==> src/rtl/dcache_pkg.sv <==
// Shared types, widths and address helpers for the direct-mapped data-cache controller.
package dcache_pkg;

    localparam int TAG_W      = 5;
    localparam int IDX_W      = 8;
    localparam int OFF_W      = 2;
    localparam int LINE_WORDS = 4;

    typedef enum logic [2:0] {
        IDLE  = 3'd0,
        WB    = 3'd1,
        ALLOC = 3'd2,
        RETRY = 3'd3
    } state_t;

    // Byte address split as tag | index | word offset | byte select.
    typedef struct packed {
        logic [TAG_W-1:0] tag;
        logic [IDX_W-1:0] idx;
        logic [OFF_W-1:0] off;
        logic             odd;
    } addr_t;

    function automatic addr_t split_addr(input logic [15:0] a);
        return addr_t'(a);
    endfunction

    function automatic logic [15:0] word_addr(input logic [TAG_W-1:0] tag,
                                              input logic [IDX_W-1:0] idx,
                                              input logic [OFF_W-1:0] off);
        return {tag, idx, off, 1'b0};
    endfunction

endpackage

==> src/rtl/dcache_fill_tracker.sv <==
// Follows each accepted line-fill read through the MEM_LAT-cycle memory pipe and flags
// the cycle its word returns, together with the word offset to install it at.
module dcache_fill_tracker
    import dcache_pkg::*;
#(
    parameter int MEM_LAT = 2
) (
    input  logic             clk,
    input  logic             rst,
    input  logic             issue,
    input  logic [OFF_W-1:0] issue_off,
    output logic             ret_valid,
    output logic [OFF_W-1:0] ret_off
);

    logic             vld_q [MEM_LAT];
    logic [OFF_W-1:0] off_q [MEM_LAT];

    // NOTE: this small pipe is reset so an aborted fill cannot leave a phantom return behind.
    always_ff @(posedge clk or posedge rst) begin
        if (rst) begin
            for (int i = 0; i < MEM_LAT; i++) begin
                vld_q[i] <= 1'b0;
                off_q[i] <= '0;
            end
        end else begin
            vld_q[0] <= issue;
            off_q[0] <= issue_off;
            for (int i = 1; i < MEM_LAT; i++) begin
                vld_q[i] <= vld_q[i-1];
                off_q[i] <= off_q[i-1];
            end
        end
    end

    assign ret_valid = vld_q[MEM_LAT-1];
    assign ret_off   = off_q[MEM_LAT-1];

endmodule

==> src/rtl/dmem_cache_ctrl.sv <==
// Direct-mapped, write-back, write-allocate data-cache controller in front of banked memory.
// Define DCACHE_STATS_EN to add saturating hit_cnt / miss_cnt outputs.
module dmem_cache_ctrl
    import dcache_pkg::*;
#(
    parameter int MEM_LAT = 2
) (
    input  logic             clk,
    input  logic             rst,
    input  logic [15:0]      Addr,
    input  logic [15:0]      DataIn,
    input  logic             Rd,
    input  logic             Wr,
    output logic [15:0]      DataOut,
    output logic             Done,
    output logic             Stall,
    output logic             CacheHit,
    output logic             err,
    output logic             c_en,
    output logic             c_cmp,
    output logic             c_wr,
    output logic [IDX_W-1:0] c_index,
    output logic [OFF_W-1:0] c_off,
    output logic [TAG_W-1:0] c_tag,
    output logic [15:0]      c_wdata,
    output logic             c_valid_in,
    input  logic             c_hit,
    input  logic             c_dirty,
    input  logic             c_valid,
    input  logic [TAG_W-1:0] c_rtag,
    input  logic [15:0]      c_rdata,
    output logic [15:0]      m_addr,
    output logic [15:0]      m_wdata,
    output logic             m_rd,
    output logic             m_wr,
    input  logic [15:0]      m_rdata,
    input  logic             m_stall
`ifdef DCACHE_STATS_EN
    ,
    output logic [15:0]      hit_cnt,
    output logic [15:0]      miss_cnt
`endif
);

    state_t           state;
    logic [2:0]       cnt;
    logic [1:0]       rcv_cnt;
    logic [TAG_W-1:0] miss_tag;
    logic [IDX_W-1:0] miss_idx;
    logic [OFF_W-1:0] miss_off;
    logic [15:0]      miss_data;
    logic             miss_wr;

    addr_t            cur;
    logic             req_bad;
    logic             req_ok;
    logic             issue_go;
    logic             ret_valid;
    logic [OFF_W-1:0] ret_off;

    assign cur      = split_addr(Addr);
    assign req_bad  = (Rd & Wr) | ((Rd | Wr) & cur.odd);
    assign req_ok   = (Rd ^ Wr) & ~cur.odd;
    assign issue_go = m_rd & ~m_stall;

    dcache_fill_tracker #(.MEM_LAT(MEM_LAT)) u_fill (
        .clk      (clk),
        .rst      (rst),
        .issue    (issue_go),
        .issue_off(cnt[OFF_W-1:0]),
        .ret_valid(ret_valid),
        .ret_off  (ret_off)
    );

    // NOTE: state updates use <= so every branch sees the pre-edge values of its neighbours.
    always_ff @(posedge clk or posedge rst) begin
        if (rst) begin
            state     <= IDLE;
            cnt       <= '0;
            rcv_cnt   <= '0;
            miss_tag  <= '0;
            miss_idx  <= '0;
            miss_off  <= '0;
            miss_data <= '0;
            miss_wr   <= 1'b0;
        end else begin
            case (state)
                IDLE: if (req_ok && !c_hit) begin
                    miss_tag  <= cur.tag;
                    miss_idx  <= cur.idx;
                    miss_off  <= cur.off;
                    miss_data <= DataIn;
                    miss_wr   <= Wr;
                    cnt       <= '0;
                    rcv_cnt   <= '0;
                    state     <= (c_valid && c_dirty) ? WB : ALLOC;
                end
                WB: if (!m_stall) begin
                    if (cnt == 3'(LINE_WORDS - 1)) begin
                        cnt   <= '0;
                        state <= ALLOC;
                    end else begin
                        cnt <= cnt + 3'd1;
                    end
                end
                ALLOC: begin
                    if (issue_go) cnt <= cnt + 3'd1;
                    if (ret_valid) begin
                        rcv_cnt <= rcv_cnt + 2'd1;
                        if (rcv_cnt == 2'(LINE_WORDS - 1)) state <= RETRY;
                    end
                end
                RETRY:   state <= IDLE;
                default: state <= IDLE;
            endcase
        end
    end

    // Array port: compare lookups in IDLE/RETRY, plain reads in WB, line installs in ALLOC.
    // NOTE: every output gets a default first, so no path through the case can infer a latch.
    always_comb begin
        c_en       = 1'b0;
        c_cmp      = 1'b0;
        c_wr       = 1'b0;
        c_index    = '0;
        c_off      = '0;
        c_tag      = '0;
        c_wdata    = '0;
        c_valid_in = 1'b0;
        if (!rst) begin
            case (state)
                IDLE: if (req_ok) begin
                    c_en       = 1'b1;
                    c_cmp      = 1'b1;
                    c_wr       = Wr;
                    c_index    = cur.idx;
                    c_off      = cur.off;
                    c_tag      = cur.tag;
                    c_wdata    = DataIn;
                    c_valid_in = Wr;
                end
                WB: begin
                    c_en    = 1'b1;
                    c_index = miss_idx;
                    c_off   = cnt[OFF_W-1:0];
                    c_tag   = miss_tag;
                end
                ALLOC: if (ret_valid) begin
                    c_en       = 1'b1;
                    c_wr       = 1'b1;
                    c_valid_in = 1'b1;
                    c_index    = miss_idx;
                    c_off      = ret_off;
                    c_tag      = miss_tag;
                    c_wdata    = m_rdata;
                end
                RETRY: begin
                    c_en       = 1'b1;
                    c_cmp      = 1'b1;
                    c_wr       = miss_wr;
                    c_index    = miss_idx;
                    c_off      = miss_off;
                    c_tag      = miss_tag;
                    c_wdata    = miss_data;
                    c_valid_in = miss_wr;
                end
                default: ;
            endcase
        end
    end

    // Memory port: victim write-back uses the stored tag, fills use the requested tag.
    always_comb begin
        m_rd    = 1'b0;
        m_wr    = 1'b0;
        m_addr  = '0;
        m_wdata = '0;
        if (!rst) begin
            case (state)
                WB: begin
                    m_wr    = 1'b1;
                    m_addr  = word_addr(c_rtag, miss_idx, cnt[OFF_W-1:0]);
                    m_wdata = c_rdata;
                end
                ALLOC: if (!cnt[2]) begin
                    m_rd   = 1'b1;
                    m_addr = word_addr(miss_tag, miss_idx, cnt[OFF_W-1:0]);
                end
                default: ;
            endcase
        end
    end

    always_comb begin
        Done     = 1'b0;
        Stall    = 1'b0;
        CacheHit = 1'b0;
        err      = 1'b0;
        DataOut  = '0;
        if (!rst) begin
            case (state)
                IDLE: begin
                    if (req_bad) begin
                        err = 1'b1;
                    end else if (req_ok) begin
                        if (c_hit) begin
                            Done     = 1'b1;
                            CacheHit = 1'b1;
                            DataOut  = Wr ? '0 : c_rdata;
                        end else begin
                            Stall = 1'b1;
                        end
                    end
                end
                WB, ALLOC: Stall = 1'b1;
                RETRY: begin
                    if (c_hit) begin
                        Done    = 1'b1;
                        DataOut = miss_wr ? '0 : c_rdata;
                    end else begin
                        err = 1'b1;
                    end
                end
                default: err = 1'b1;
            endcase
        end
    end

`ifdef DCACHE_STATS_EN
    always_ff @(posedge clk or posedge rst) begin
        if (rst) begin
            hit_cnt  <= '0;
            miss_cnt <= '0;
        end else if (Done) begin
            if (CacheHit) begin
                if (hit_cnt != 16'hFFFF) hit_cnt <= hit_cnt + 16'd1;
            end else if (miss_cnt != 16'hFFFF) begin
                miss_cnt <= miss_cnt + 16'd1;
            end
        end
    end
`endif

endmodule

==> config.mk <==
export PLATFORM = sky130hd
export DESIGN_NAME = dmem_cache_ctrl
export DESIGN_NICKNAME = d
export VERILOG_FILES = /design/src/rtl/dcache_pkg.sv /design/src/rtl/dcache_fill_tracker.sv /design/src/rtl/dmem_cache_ctrl.sv
export SDC_FILE = /design/constraint.sdc
export NUM_CORES = 1
export LEC_CHECK = 0
export CAP_MARGIN = 20
export CORE_ASPECT_RATIO = 1.75
export CORE_MARGIN = 2
export CORE_UTILIZATION = 39
export CTS_CLUSTER_DIAMETER = 100
export CTS_CLUSTER_SIZE = 25
export DETAILED_ROUTE_END_ITERATION = 7
export GPL_ROUTABILITY_DRIVEN = 0
export PLACE_DENSITY = 0.82
export SYNTH_ARGS = -nofsm -noshare
export SYNTH_HDL_FRONTEND = slang
export SYNTH_SLANG_ARGS = --single-unit
==> constraint.sdc <==
create_clock -name clk -period 3.14 [get_ports clk]
set_input_delay 0.314 -clock clk [delete_from_list [all_inputs] [get_ports clk]]
set_output_delay 0.314 -clock clk [all_outputs]
set_load 0.005 [all_outputs]
Word-level counts from Yosys, hierarchy flattened
Cells that the tools add are included.
Word-level totals
  input bits: 77
  logic and storage cells: 119
  flip-flop bits (word level): 46
Operators by class
  equal/unequal tests: 11
  $add $sub $neg: 2
  reduce and logical (&&, ||, !) cells: 12
  bitwise logic cells: 9
  mux-type cells: 73
Operator list (count)
  $mux 16: 14
  $pmux 16 s2: 2
  $pmux 16 s3: 1
  $mux 3: 9
  $mux 8: 3
  $pmux 8 s3: 1
  $mux 1: 23
  $pmux 3 s3: 2
  $mux 5: 3
  $pmux 5 s3: 1
  $mux 2: 6
  $eq 3x2->1 const B: 3
  $pmux 1 s3: 3
  $ne 2x2->1 const B: 4
  $pmux 2 s4: 1
  $pmux 1 s2: 3
  $reduce_and 5->1: 1
  $and 1x1->1: 4
  $ne 2x1->1 const B: 2
  $pmux 2 s2: 1
  $reduce_and 4->1: 1
  $reduce_or 2->1: 2
  $add 3x1->3 const B: 1
  $eq 3x1->1 const B: 1
  12 further kinds: 15

Logic depth before layout (Yosys ltp)
  depth in word-level cells: 6
  mapped depth: 9

Modules after synthesis
Synthesis repeated with hierarchy kept, for this count alone.
Unflattened totals
  cell total of the unflattened synthesis: 321
  area, all modules: 3016.6 sq um
By module, submodules not included
  dmem_cache_ctrl: times used 1, cells an instance 312, area an instance 2847.7 sq um
  dcache_fill_tracker: times used 1, cells an instance 9, area an instance 168.9 sq um

Worst setup path before layout
Ideal clock, no wire load.
  path kind: input -> output
  from: input port rst
  to: output port DataOut[10]
  arrival time: 2.183 ns
  path slack: 0.643 ns
  stages on the path: 5
  path through: inv_1 -> nand2_1 -> nor3_4 -> buf_6 -> and2_1
On the way
  cells in the longest elaborated chain, start to end: 1
RTL lines
  start: declaration: RTL line dmem_cache_ctrl.sv:9  | input logic rst,
  $mux 16: RTL line dmem_cache_ctrl.sv:200  | if (!rst) begin
  end: declaration: RTL line dmem_cache_ctrl.sv:14  | output logic [15:0] DataOut,
Every way passes these cells.

Worst setup path after layout
  from: input port Wr
  to: output port DataOut[2]
On the way
  cells in the longest elaborated chain, start to end: 6
RTL lines
  start: declaration: RTL line dmem_cache_ctrl.sv:13  | input logic Wr,
  $mux 16, or another cell as far along: RTL line dmem_cache_ctrl.sv:209  | DataOut = Wr ? '0 : c_rdata;
  $mux 16, or another cell as far along: RTL line dmem_cache_ctrl.sv:206  | if (c_hit) begin
  $mux 16 / $or 1x1->1 (equally long branches): RTL line dmem_cache_ctrl.sv:205, dmem_cache_ctrl.sv:62
  $mux 16 (*): RTL line dmem_cache_ctrl.sv:203  | if (req_bad) begin
  $pmux 16 s2 (*): RTL line dmem_cache_ctrl.sv:201  | case (state)
  $mux 16 (*): RTL line dmem_cache_ctrl.sv:200
Mark *: on every way between the ends. The rest lies on a longest branch, timed or not.

==> run summary <==
status = complete, but fails checks
failing checks = DRC
Yosys top cell by area = dfrtp_1
port bufs = 164
Mapped Cells = 315
Tot GR Track Use = 0.2303
first-pass iteration count of the detailed router = 8
post-synthesis sequential area ratio = 0.3758
first-pass GRT wire length = 15.45 mm
DR DRC count = 12
number of synthesized register bits = 45
Worst-Margin Slew = 0.5688 ns
Reg area = 1126 sq um
Total Nets Final = 564
Worst Hold Launch = u_fill.vld_q[1]
Worst setup EP type = output pin
RSZ-0062 raised after global routing = no
antenna cells = 0
CP Launch Point = Wr
f_max = 339.8 MHz
# hold bufs at CTS = 0
CTS tree = done
largest net degree at the start of global routing = 33
power per cell area = 703.5 nW/um^2
Slew headroom = 0.6208
DRT iter0 DRCs = 232
compound-cell area share of the yosys netlist = 0.1582
asr flop ratio synth = 1.000
Post-CTS Setup Bufs = 0
Die H = 120.0 um
Crit Path Max Fanout = 8
XOR/XNOR Fraction of Synth Area = 0
Fin. Hold Viols = 0
Die X = 70.26 um
Pleak = 2.000 nW
Post-Synth Adder-Cell Area = 0.04593
dpl cell area = 4746 sq um
P&R area growth vs syn = 64.30%
count of warnings emitted by yosys = 0
CP Launch Type = input port
fin. max-slew vios = 0
Avg Cell Area, Syn = 9.513 sq um
skew final = 0.004728 ns
final setup violation count = 0
Setup TNS Final = 0 ns
Multi-input gate area = 1730 sq um
dpl hpwl = 7.574 mm
Simple-Gate Fraction of Synth Area = 0.2284
die area = 8428 sq um
num rows = 42
initial antenna violation count = 0
CP arrival = 2.63 ns
CTS H-Tree Depth = 2
Post-synth EDFFs = 0
Worst EP required = 2.83 ns
core footprint = 7515 sq um
Mapped Area = 2997 sq um
Skew-Pair Late Insertion Delay = 0.29 ns
Top FF cell, synth = dfrtp_1
Routed WL = 9.834 mm
largest cells by area after synthesis = dfrtp_1 (38%), mux2_2 (13%), and2_1 (9.0%)
worst r2r src = state[1]
Starting Density = 0.3988
filler cell count = 627
largest family of logic cells by synthesized area = simple AND/OR/NAND/NOR gates
grt total ovfl = 0
Synth top area share = 0.3758
post-synthesis mux area share = 0.1349
classification of the worst setup path = in -> out
syn_nets = 403
post-cts resize count = 0
fin crit period = 2.943 ns
design area = 4923 sq um
share of layout cells above drive strength 1 = 0.1408
library cells used by synthesis = 40
CTS clk-pin slew, worst paths = 0.06 ns
remaining antenna violation count after routing = 0
crit share post-route = 0.9371
clk sinks = 45
Max VDD drop = 0.4906 mV
root buf cell = clkbuf_16
via count = 3129
CTS Buf Count = 5
mean routed wirelength per cell = 17.44 um
Max Cap Viol = 0
number of vias per cell = 5.548
IO Pins = 166
Hold Crit Class = reg -> reg
clk buf depth = 2
vias in the first global route = 3185
## flip-flops by register name, indices dropped and copies added (netlist names)
register          flops
u_fill.vld_q          1
miss_off              2
u_fill.ret_off        2
u_fill.off_q          2
miss_idx              8
u_fill.ret_valid      1
rcv_cnt               2
miss_data            16
state                 2
miss_tag              5
cnt                   3
miss_wr               1
## report_power, final
part	internal, mW	switching (mW)
Clock	0.369	0.211
Sequential	0.843	0.187
Combinational	1.02	0.833
Total	2.23	1.23
## area by class of cell
class                   count  area share
clock buffers               5     0.02541
multi-input cells         235      0.3515
repair buffers            177      0.3558
clock inverters             2    0.007116
well taps                  88     0.02236
inverters                  12    0.009149
flip-flops and latches     45      0.2287
## cell families after synthesis
family	count (synthesis)
compound gates	61
simple gates	126
other cells	1
mux	36
buf+inv	35
fa+ha+maj	11
flops	45
## through the flow
stage                     power, mW    util  instances  setup slack [ns]  hold slack (ns)
final                         3.464  0.6552        564            0.1975           0.3517
after global routing          3.710  0.6552        564           0.05240           0.3564
after floorplan               2.051       -        315            0.6429           0.3312
after detailed placement      2.864  0.6315        557            0.1939           0.3401
after global placement        2.816  0.6315        557            0.2220           0.3342
after CTS                     3.463  0.6528        564           0.03161           0.3537
## critical path, stage by stage
cell and delay [ns]:
clkdlybuf4s50_1 0.51, inv_1 0.06, ha_1 0.34, nand3b_4 0.13
o32a_1 0.34, nor3_4 0.14, buf_4 0.17, and2_1 0.13
clkdlybuf4s50_1 0.49
## cells in the mapped netlist (2+ instances only)
library cell / instances
a21oi_1: 6
a222oi_1: 18
a22oi_1: 19
a31oi_1: 3
and2_1: 43
buf_2: 4
buf_4: 6
clkbuf_1: 12
dfrtp_1: 45
ha_1: 11
inv_1: 12
mux2_2: 35
nand2_1: 17
nand2b_1: 2
nor2_1: 46
nor2b_1: 4
nor3_1: 3
o21ai_0: 7
## final timing paths
kind | end | slack (ns) | depth (start not counted)
min in group asynchronous | miss_data[9] | 0.76 | 3
hold reg to reg | u_fill.ret_valid | 0.35 | 0
setup / recovery | DataOut[2] | 0.20 | 9
hold / removal | u_fill.ret_valid | 0.35 | 0
max in group asynchronous | miss_off[0] | 2.08 | 3
setup reg to reg | cnt[1] | 1.12 | 5
## cell usage in the layout, fill, tap and decap left out, drive strengths merged, types with 2 or more instances in the layout
cell type / n
nand2b: 2
and2: 43
nor2: 46
nand2: 18
clkdlybuf4s50: 164
dfrtp: 45
inv: 12
buf: 13
a22oi: 19
a21oi: 6
nand3b: 2
clkbuf: 5
o21ai: 7
nor3: 4
mux2: 35
a222oi: 18
nor2b: 4
ha: 11
a31oi: 3
## routing by layer
metal,vias to the layer above,part of all wire,global-route usage
met3,22,0.079,0.04786
met2,182,0.55,0.4334
met5,-,0,0
met1,1479,0.34,0.2334
met4,0,0.039,0.1130
li1,1446,-,-
Note: power is estimated with default switching activity, not from simulation.
